--- config.mk ---
export PLATFORM = sky130hd
export DESIGN_NAME = seg_scan_display_flat
export DESIGN_NICKNAME = d
export VERILOG_FILES = /design/src/rtl/seg_scan_if.sv /design/src/rtl/seg_scan_display.sv /design/src/flat_wrapper.sv
export SDC_FILE = /design/constraint.sdc
export NUM_CORES = 1
export LEC_CHECK = 0
export BUFFER_PORTS_ARGS = -buffer_cell sky130_fd_sc_hd__buf_2
export CORE_MARGIN = 2
export CORE_UTILIZATION = 55
export CTS_CLUSTER_DIAMETER = 40
export DETAILED_ROUTE_END_ITERATION = 7
export GPL_TIMING_DRIVEN = 0
export PLACE_DENSITY = 0.79
export SETUP_SLACK_MARGIN = 0.05
export SYNTH_ARGS = -nofsm -noshare
export SYNTH_HDL_FRONTEND = slang
export SYNTH_SLANG_ARGS = --single-unit
--- constraint.sdc ---
create_clock -name clk -period 3.4 [get_ports clk]
set_input_delay 0.34 -clock clk [delete_from_list [all_inputs] [get_ports clk]]
set_output_delay 0.34 -clock clk [all_outputs]
set_load 0.02 [all_outputs]
--- src/rtl/seg_scan_if.sv ---
// Display-side bundle for seg_scan_display: the scan clock level, the word to show
// and its per-digit attributes, plus the multiplexed active-low drive lines.
interface seg_scan_if;
    logic        clk_N;
    logic [31:0] data;
    logic [7:0]  blank;
    logic [7:0]  dp;
    logic [7:0]  an;
    logic [6:0]  seg;
    logic        dp_n;

    modport master (
        output clk_N, data, blank, dp,
        input  an, seg, dp_n
    );

    modport slave (
        input  clk_N, data, blank, dp,
        output an, seg, dp_n
    );
endinterface

--- src/rtl/seg_scan_display.sv ---
// Eight-digit multiplexed 7-segment scanner. The divided scan clock is synchronised
// and its rising edges step the scan; data is snapshotted once per frame.
module seg_scan_display #(
    parameter int DIGITS = 8
) (
    input logic       clk,
    input logic       rst,
    seg_scan_if.slave bus
);
    localparam int W = 4 * DIGITS;

    typedef enum logic {OFF, SCAN} state_t;

    state_t         state;
    logic           sync0, sync1, prev;
    logic           step;
    logic [2:0]     idx;
    logic [W-1:0]   shadow_data;
    logic [7:0]     shadow_blank;
    logic [7:0]     shadow_dp;

    logic           wrap;
    logic [2:0]     nidx;
    logic [W-1:0]   src_data;
    logic [7:0]     src_blank;
    logic [7:0]     src_dp;
    logic [3:0]     nib;

    function automatic logic [6:0] hex7(input logic [3:0] v);
        case (v)
            4'h0: hex7 = 7'h40;
            4'h1: hex7 = 7'h79;
            4'h2: hex7 = 7'h24;
            4'h3: hex7 = 7'h30;
            4'h4: hex7 = 7'h19;
            4'h5: hex7 = 7'h12;
            4'h6: hex7 = 7'h02;
            4'h7: hex7 = 7'h78;
            4'h8: hex7 = 7'h00;
            4'h9: hex7 = 7'h10;
            4'hA: hex7 = 7'h08;
            4'hB: hex7 = 7'h03;
            4'hC: hex7 = 7'h46;
            4'hD: hex7 = 7'h21;
            4'hE: hex7 = 7'h06;
            default: hex7 = 7'h0E;
        endcase
    endfunction

    assign step = sync1 & ~prev;

    // Digit 0 of a new frame reads the live inputs, since the shadow loads on the same edge.
    always_comb begin
        wrap      = (state == OFF) || (idx == 3'd7);
        nidx      = wrap ? 3'd0 : idx + 3'd1;
        src_data  = wrap ? bus.data  : shadow_data;
        src_blank = wrap ? bus.blank : shadow_blank;
        src_dp    = wrap ? bus.dp    : shadow_dp;
        nib       = src_data[{nidx, 2'b00} +: 4];
    end

    always_ff @(posedge clk or posedge rst) begin
        if (rst) begin
            sync0        <= 1'b0;
            sync1        <= 1'b0;
            prev         <= 1'b0;
            state        <= OFF;
            idx          <= 3'd0;
            shadow_data  <= '0;
            shadow_blank <= '0;
            shadow_dp    <= '0;
            bus.an       <= 8'hFF;
            bus.seg      <= 7'h7F;
            bus.dp_n     <= 1'b1;
        end else begin
            sync0 <= bus.clk_N;
            sync1 <= sync0;
            prev  <= sync1;
            if (step) begin
                state <= SCAN;
                idx   <= nidx;
                if (wrap) begin
                    shadow_data  <= bus.data;
                    shadow_blank <= bus.blank;
                    shadow_dp    <= bus.dp;
                end
                if (src_blank[nidx]) begin
                    bus.an   <= 8'hFF;
                    bus.seg  <= 7'h7F;
                    bus.dp_n <= 1'b1;
                end else begin
                    bus.an   <= ~(8'b1 << nidx);
                    bus.seg  <= hex7(nib);
                    bus.dp_n <= ~src_dp[nidx];
                end
            end
        end
    end
endmodule
--- src/flat_wrapper.sv ---
// flat-port wrapper written by rule: the top's interface ports become plain ports
module seg_scan_display_flat 
#(
    parameter int DIGITS = 8
)
  (clk, rst, bus_clk_N, bus_data, bus_blank, bus_dp, bus_an, bus_seg, bus_dp_n);
  seg_scan_if bus_i ();
  input logic clk;
  input logic rst;
  input wire logic [$bits(bus_i.clk_N)-1:0] bus_clk_N;
  input wire logic [$bits(bus_i.data)-1:0] bus_data;
  input wire logic [$bits(bus_i.blank)-1:0] bus_blank;
  input wire logic [$bits(bus_i.dp)-1:0] bus_dp;
  output wire logic [$bits(bus_i.an)-1:0] bus_an;
  output wire logic [$bits(bus_i.seg)-1:0] bus_seg;
  output wire logic [$bits(bus_i.dp_n)-1:0] bus_dp_n;
  assign bus_i.clk_N = bus_clk_N;
  assign bus_i.data = bus_data;
  assign bus_i.blank = bus_blank;
  assign bus_i.dp = bus_dp;
  assign bus_an = bus_i.an;
  assign bus_seg = bus_i.seg;
  assign bus_dp_n = bus_i.dp_n;
  seg_scan_display #(.DIGITS(DIGITS)) u_core (.clk(clk), .rst(rst), .bus(bus_i));
endmodule
After elaboration in Yosys (flattened, before gate mapping). Memories as Yosys holds them, arrays and structs flattened. Cells that the tools add are included.

Register bits: 71. Memory bits (read-only): 112. Memories kept: 1.

Add/sub/neg operators: 1. $lt $le $gt $ge: 1. Equal/unequal tests: 1. Shifts and indexed selects: 2. Multiplexer cells: 11. Bitwise operators: 5. Reduce and logical (&&, ||, !) cells: 1.

Memory list: (name not given) (depth 16, width 7, rd ports 1, clocked after Yosys merged registers in 0, wr ports 0, RTL line seg_scan_display.sv:30) `case (v)`.

Operators by type and width (count): $mux W32 (1); $shiftx A32 B6 Y4 (1); $mux W8 (3); $not A8 Y8 (1); $shl A1 B3 Y8 const A (1); $mux W7 (1); $bmux W1 S3 (2); $lt A3 B4 Y1 const B (1); $add A3 B1 Y3 const B (1); $eq A3 B3 Y1 const B (1); $mux W1 (3); $mux W3 (1); $not A1 Y1 (3); $and A1 B1 Y1 (1); $logic_or A1 B1 Y1 (1).

Logic depth before layout (Yosys ltp).
Word-level depth: 7. Mapped depth: 11.

Worst setup path after synthesis. Ideal clock, no wire load.

Path kind: register -> register. Start point: reg u_core.idx[0]. End point: reg u_core.bus.seg[3]. Library setup time: 0.080 ns. Arrival time: 2.846 ns. Data required time: 3.320 ns. Path slack: 0.474 ns. Stages on the path, launching flop included: 12. Buffers on the path: 2. Path through: dfrtp_1 > ha_1 > buf_6 > buf_6 > nor4b_4 > a21oi_1 > a211oi_2 > inv_1 > ha_1 > inv_1 > mux4_2 > o22a_1.

Longest elaborated chain between the ends: 6. Elaborated cells on any way between the ends: 11. Classes of those cells: add/sub (1); eq/ne (1); shift (1); mux (6); reduce/logical (1); memory (1).

RTL lines: from (decl) (RTL line seg_scan_display.sv:17) `logic [2:0] idx;`; from (signal assigned) (RTL line seg_scan_display.sv:81) `idx <= nidx;`; branches (longest 5 deep; another with $mem_v2 Z16 W7); $mux W7 * (RTL line seg_scan_display.sv:87) `if (src_blank[nidx]) begin`; to (signal assigned) (RTL line seg_scan_display.sv:93) `bus.seg <= hex7(nib);`; to (decl) (RTL line seg_scan_if.sv:19) `output an, seg, dp_n`.

Every way passes the cells marked *. The select of a mux whose other input is x is not followed. A chain may end at the register's enable or synchronous reset.

Worst setup path after layout. Ends and elaborated chain as after synthesis.

==> results <==
- The power density of the placed cells is 1077 nW/um^2.
- The capturing element type of the critical path is a flip-flop.
- The number of nets with antenna violations after routing is 0.
- The startpoint type of the worst setup path is a flip-flop.
- The insertion delay of the later-clocked pin in the worst-skew pair is 0.34 ns.
- The number of antenna violations at the first check in global routing is 0.
- For this design, the sink count on the clock tree is 71.
- TritonCTS built the clock tree.
- In the finished design, the share of the clock period the worst path needs comes to 0.9494.
- By area the synthesized netlist is led by dfrtp_1, mux2_2, dfstp_2.
- The violation count after the first detailed-routing iteration is 129.
- The final routed wire length divided by cell count is 17.43 um.
- The largest net degree at the start of global routing is 72.
- Among all cell types in the netlist, the one instantiated most often is dfrtp_1.
- The setup TNS is 0 ns.
- The number of buffers on the longest clock path is 2.
- The post-synthesis sequential element count is 71.
- Setup violations remaining at the end of the flow were counted as 0.
- For this configuration, the core starts out at a cell density of 0.5644.
- The routed layout has 2445 vias.
- STA puts the critical path data required time at 3.68 ns.
- The top cell type's share of synthesized area is 0.3862.
- The critical path in this run is classified as reg2reg.
- The shortest clock period the worst path allows after layout is 3.228 ns.
- The met1 usage is 0.3150.
- In the synthesized netlist, the number of instances is 270.
- In this run the vertical extent of the chip is 84.49 um.
- Clock skew on the completed layout was measured at 0.004865 ns.
- Timing analysis after detailed placement gives a worst setup slack of 0.05676 ns.
- The routability-driven placement congestion ratio is 0.8289.
- Yosys mapped a number of flops with a built-in enable equal to 0.
- The sequential area share after synthesis is 0.5042.
- The run finished with clean final reports.
- In the synthesized netlist the dominant register cell turns out to be dfrtp_1.
- The transition time at the pin with the least slew margin is 0.8599 ns.
- The most heavily used metal layer in global routing is met2.
- The placement row count is 29.
- In the routed layout, each cell is associated on average with a via count of 5.673.
- The area growth from synthesis to layout is 18.64%.
- A synthesized cell averages 13.20 um^2.
- The total I/O pin count is 67.
- The tool flagged a number of max-cap violations equal to 0.
- The arrival time at the worst endpoint is 3.51 ns.
- The floorplan die area is 7139 um^2.
- Headroom to the max-slew limit came out at 0.4267.
- During synthesis, Yosys emitted a total of 0 warnings.
- The maximum clock frequency is 309.8 MHz.
- The netlist uses 48 different library cells.
- The clock transition at the register clock pins on the worst setup and hold paths after CTS is 0.08 ns.
- The path type of the worst min-delay path is in2reg.
- CTS built an H-tree with a depth of 3.
- In this run, CTS created clock tree buffers numbering 9.
- 0 antenna diodes ended up in the layout.
- The number of nets in the final layout is 408.
- The count of endpoints failing hold in the final timing report is 0.
- The count of buffers from port buffering is 66.
- The combined global-route utilization of all metal layers is 0.2245.
- The number of global-route vias before repair is 2598.
- The analysis attributes to cell leakage a power of 1.854 nW.
- The DRC violations left is 0.
- For this run, global-route usage on met2 was measured as 0.3543.
- VDD sags by at most 0.6277 mV.
- The floorplan step set the die width to 84.49 um.
- The share of post-route cells with drive strength above 1 is 0.5424.
- The wire-length estimate of the detail-placed layout is 5.283 mm.
- For this run, global-route usage on met3 was measured as 0.05703.
- The residual overflow from global routing is 0.
- Across all setup checks in the final design, the least slack found is 0.1720 ns.
- The max-slew violation count is 0.
- The clock root buffer is clkbuf_8.
- The core region area is 6314 um^2.
- The net count of the mapped netlist is 329.
- The synthesized area is 3563 um^2.
- The first global-routing pass estimated 12.55 mm of wire.
- The peak fanout along the critical path is 10.
- The commonest cells after synthesis are dfrtp_1, mux2_2, nor2_1.
- The proportion of register bits with asynchronous set or reset after synthesis is 1.000.
- Summed over all instances, the cell type with the most area after synthesis is dfrtp_1.
- The length of the first detailed-routing pass in iterations is 4.
- The number of inserted filler cells in the final layout is 489.
- Setup repair after global routing left no endpoint under its margin.
- The overall routed net length is 7.513 mm.
[repair_timing]
action / CTS / global route
setup buffers: 0 / 2
pin swaps: 1 / 2
gates resized for setup: 1 / 6
setup endpoints to repair: 1 / 1
hold buffers: 0 / 0
[layout by cell type, fill, tap and decap left out, drive strengths merged, types with 8 or more instances in the layout]
cell type | synthesis | layout
buf | 9 | 77
inv | 9 | 9
ha | 8 | 8
o21ai | 8 | 8
clkbuf | 7 | 17
mux2 | 53 | 53
nand2 | 13 | 13
nor2 | 22 | 22
dfstp | 16 | 16
dfrtp | 55 | 55
[state kept, by name, indices dropped and copies added (netlist names)]
name,cells
u_core.bus.an,8
u_core.bus.dp_n,1
u_core.bus.seg,7
u_core.idx,3
u_core.prev,1
u_core.shadow_blank,8
u_core.shadow_data,32
u_core.shadow_dp,8
u_core.state,1
u_core.sync0,1
u_core.sync1,1
[report_power, final]
group          total, mW  switching (mW)  internal [mW]
Sequential          1.48           0.200           1.28
Clock              0.655           0.319          0.336
Combinational       2.42            1.25           1.17
[per-stage QoR]
step | cells | util | hold slack (ns) | instance area (um^2) | power (mW)
finish | 431 | 0.6696 | 0.09741 | 4228 | 4.553
global route | 431 | 0.6696 | 0.09398 | 4228 | 4.855
CTS | 429 | 0.6631 | 0.09404 | 4187 | 4.457
detailed placement | 413 | 0.6324 | 0.3370 | 3993 | 3.796
global placement | 413 | 0.6320 | 0.3389 | 3990 | 3.701
floorplan | 270 | - | 0.3312 | 3563 | 3.297
[routing by layer]
metal	vias to the layer above	part of all wire
met5	-	0
met1	1216	0.45
met4	0	0.017
met2	77	0.47
li1	1138	-
met3	14	0.057
[critical path, cell delays in order, from the launching register on]
cell,delay [ns]
dfrtp_2,0.49
ha_1,0.33
buf_6,0.15
buf_6,0.15
nor4b_4,0.34
a21oi_1,0.17
a211oi_4,0.40
inv_1,0.14
ha_1,0.32
inv_1,0.04
mux4_2,0.45
o22a_1,0.17
[final timing paths]
path | start | end | slack, ns | depth (start not counted)
max in group asynchronous | rst | u_core.idx[0] | 2.63 | 2
max reg2reg | u_core.idx[0] | u_core.bus.seg[3] | 0.17 | 11
min in group asynchronous | rst | u_core.sync1 | 0.17 | 2
min | bus_clk_N | u_core.sync0 | 0.1 | 1
min reg2reg | u_core.sync0 | u_core.sync1 | 0.35 | 0
max | u_core.idx[0] | u_core.bus.seg[3] | 0.17 | 11
[layout make-up]
type,instances,area [um^2],share of cell area
plain buffers,16,101.3,0.02397
clock buffers,10,127.6,0.03019
clock inverters,6,61.31,0.01450
inverters,9,36.28,0.008582
multi-input cells,174,1662,0.3930
flip-flops and latches,71,1798,0.4253
well taps,77,96.34,0.02279
repair buffers,68,345.3,0.08168
[logic make-up (layout without fill, tap and decap cells)]
| family | after synthesis | in the layout | share of synthesized area |
|---|---|---|---|
| AO/OA/AOI/OAI | 43 | 43 | 0.1166 |
| adder cells (fa/ha/maj) | 8 | 8 | 0.02809 |
| buffers and inverters | 25 | 109 | 0.03757 |
| flip-flops | 71 | 71 | 0.5042 |
| multiplexers | 63 | 63 | 0.2177 |
| AND/OR/NAND/NOR | 60 | 60 | 0.09586 |
Power figures use the tool's default switching activity.
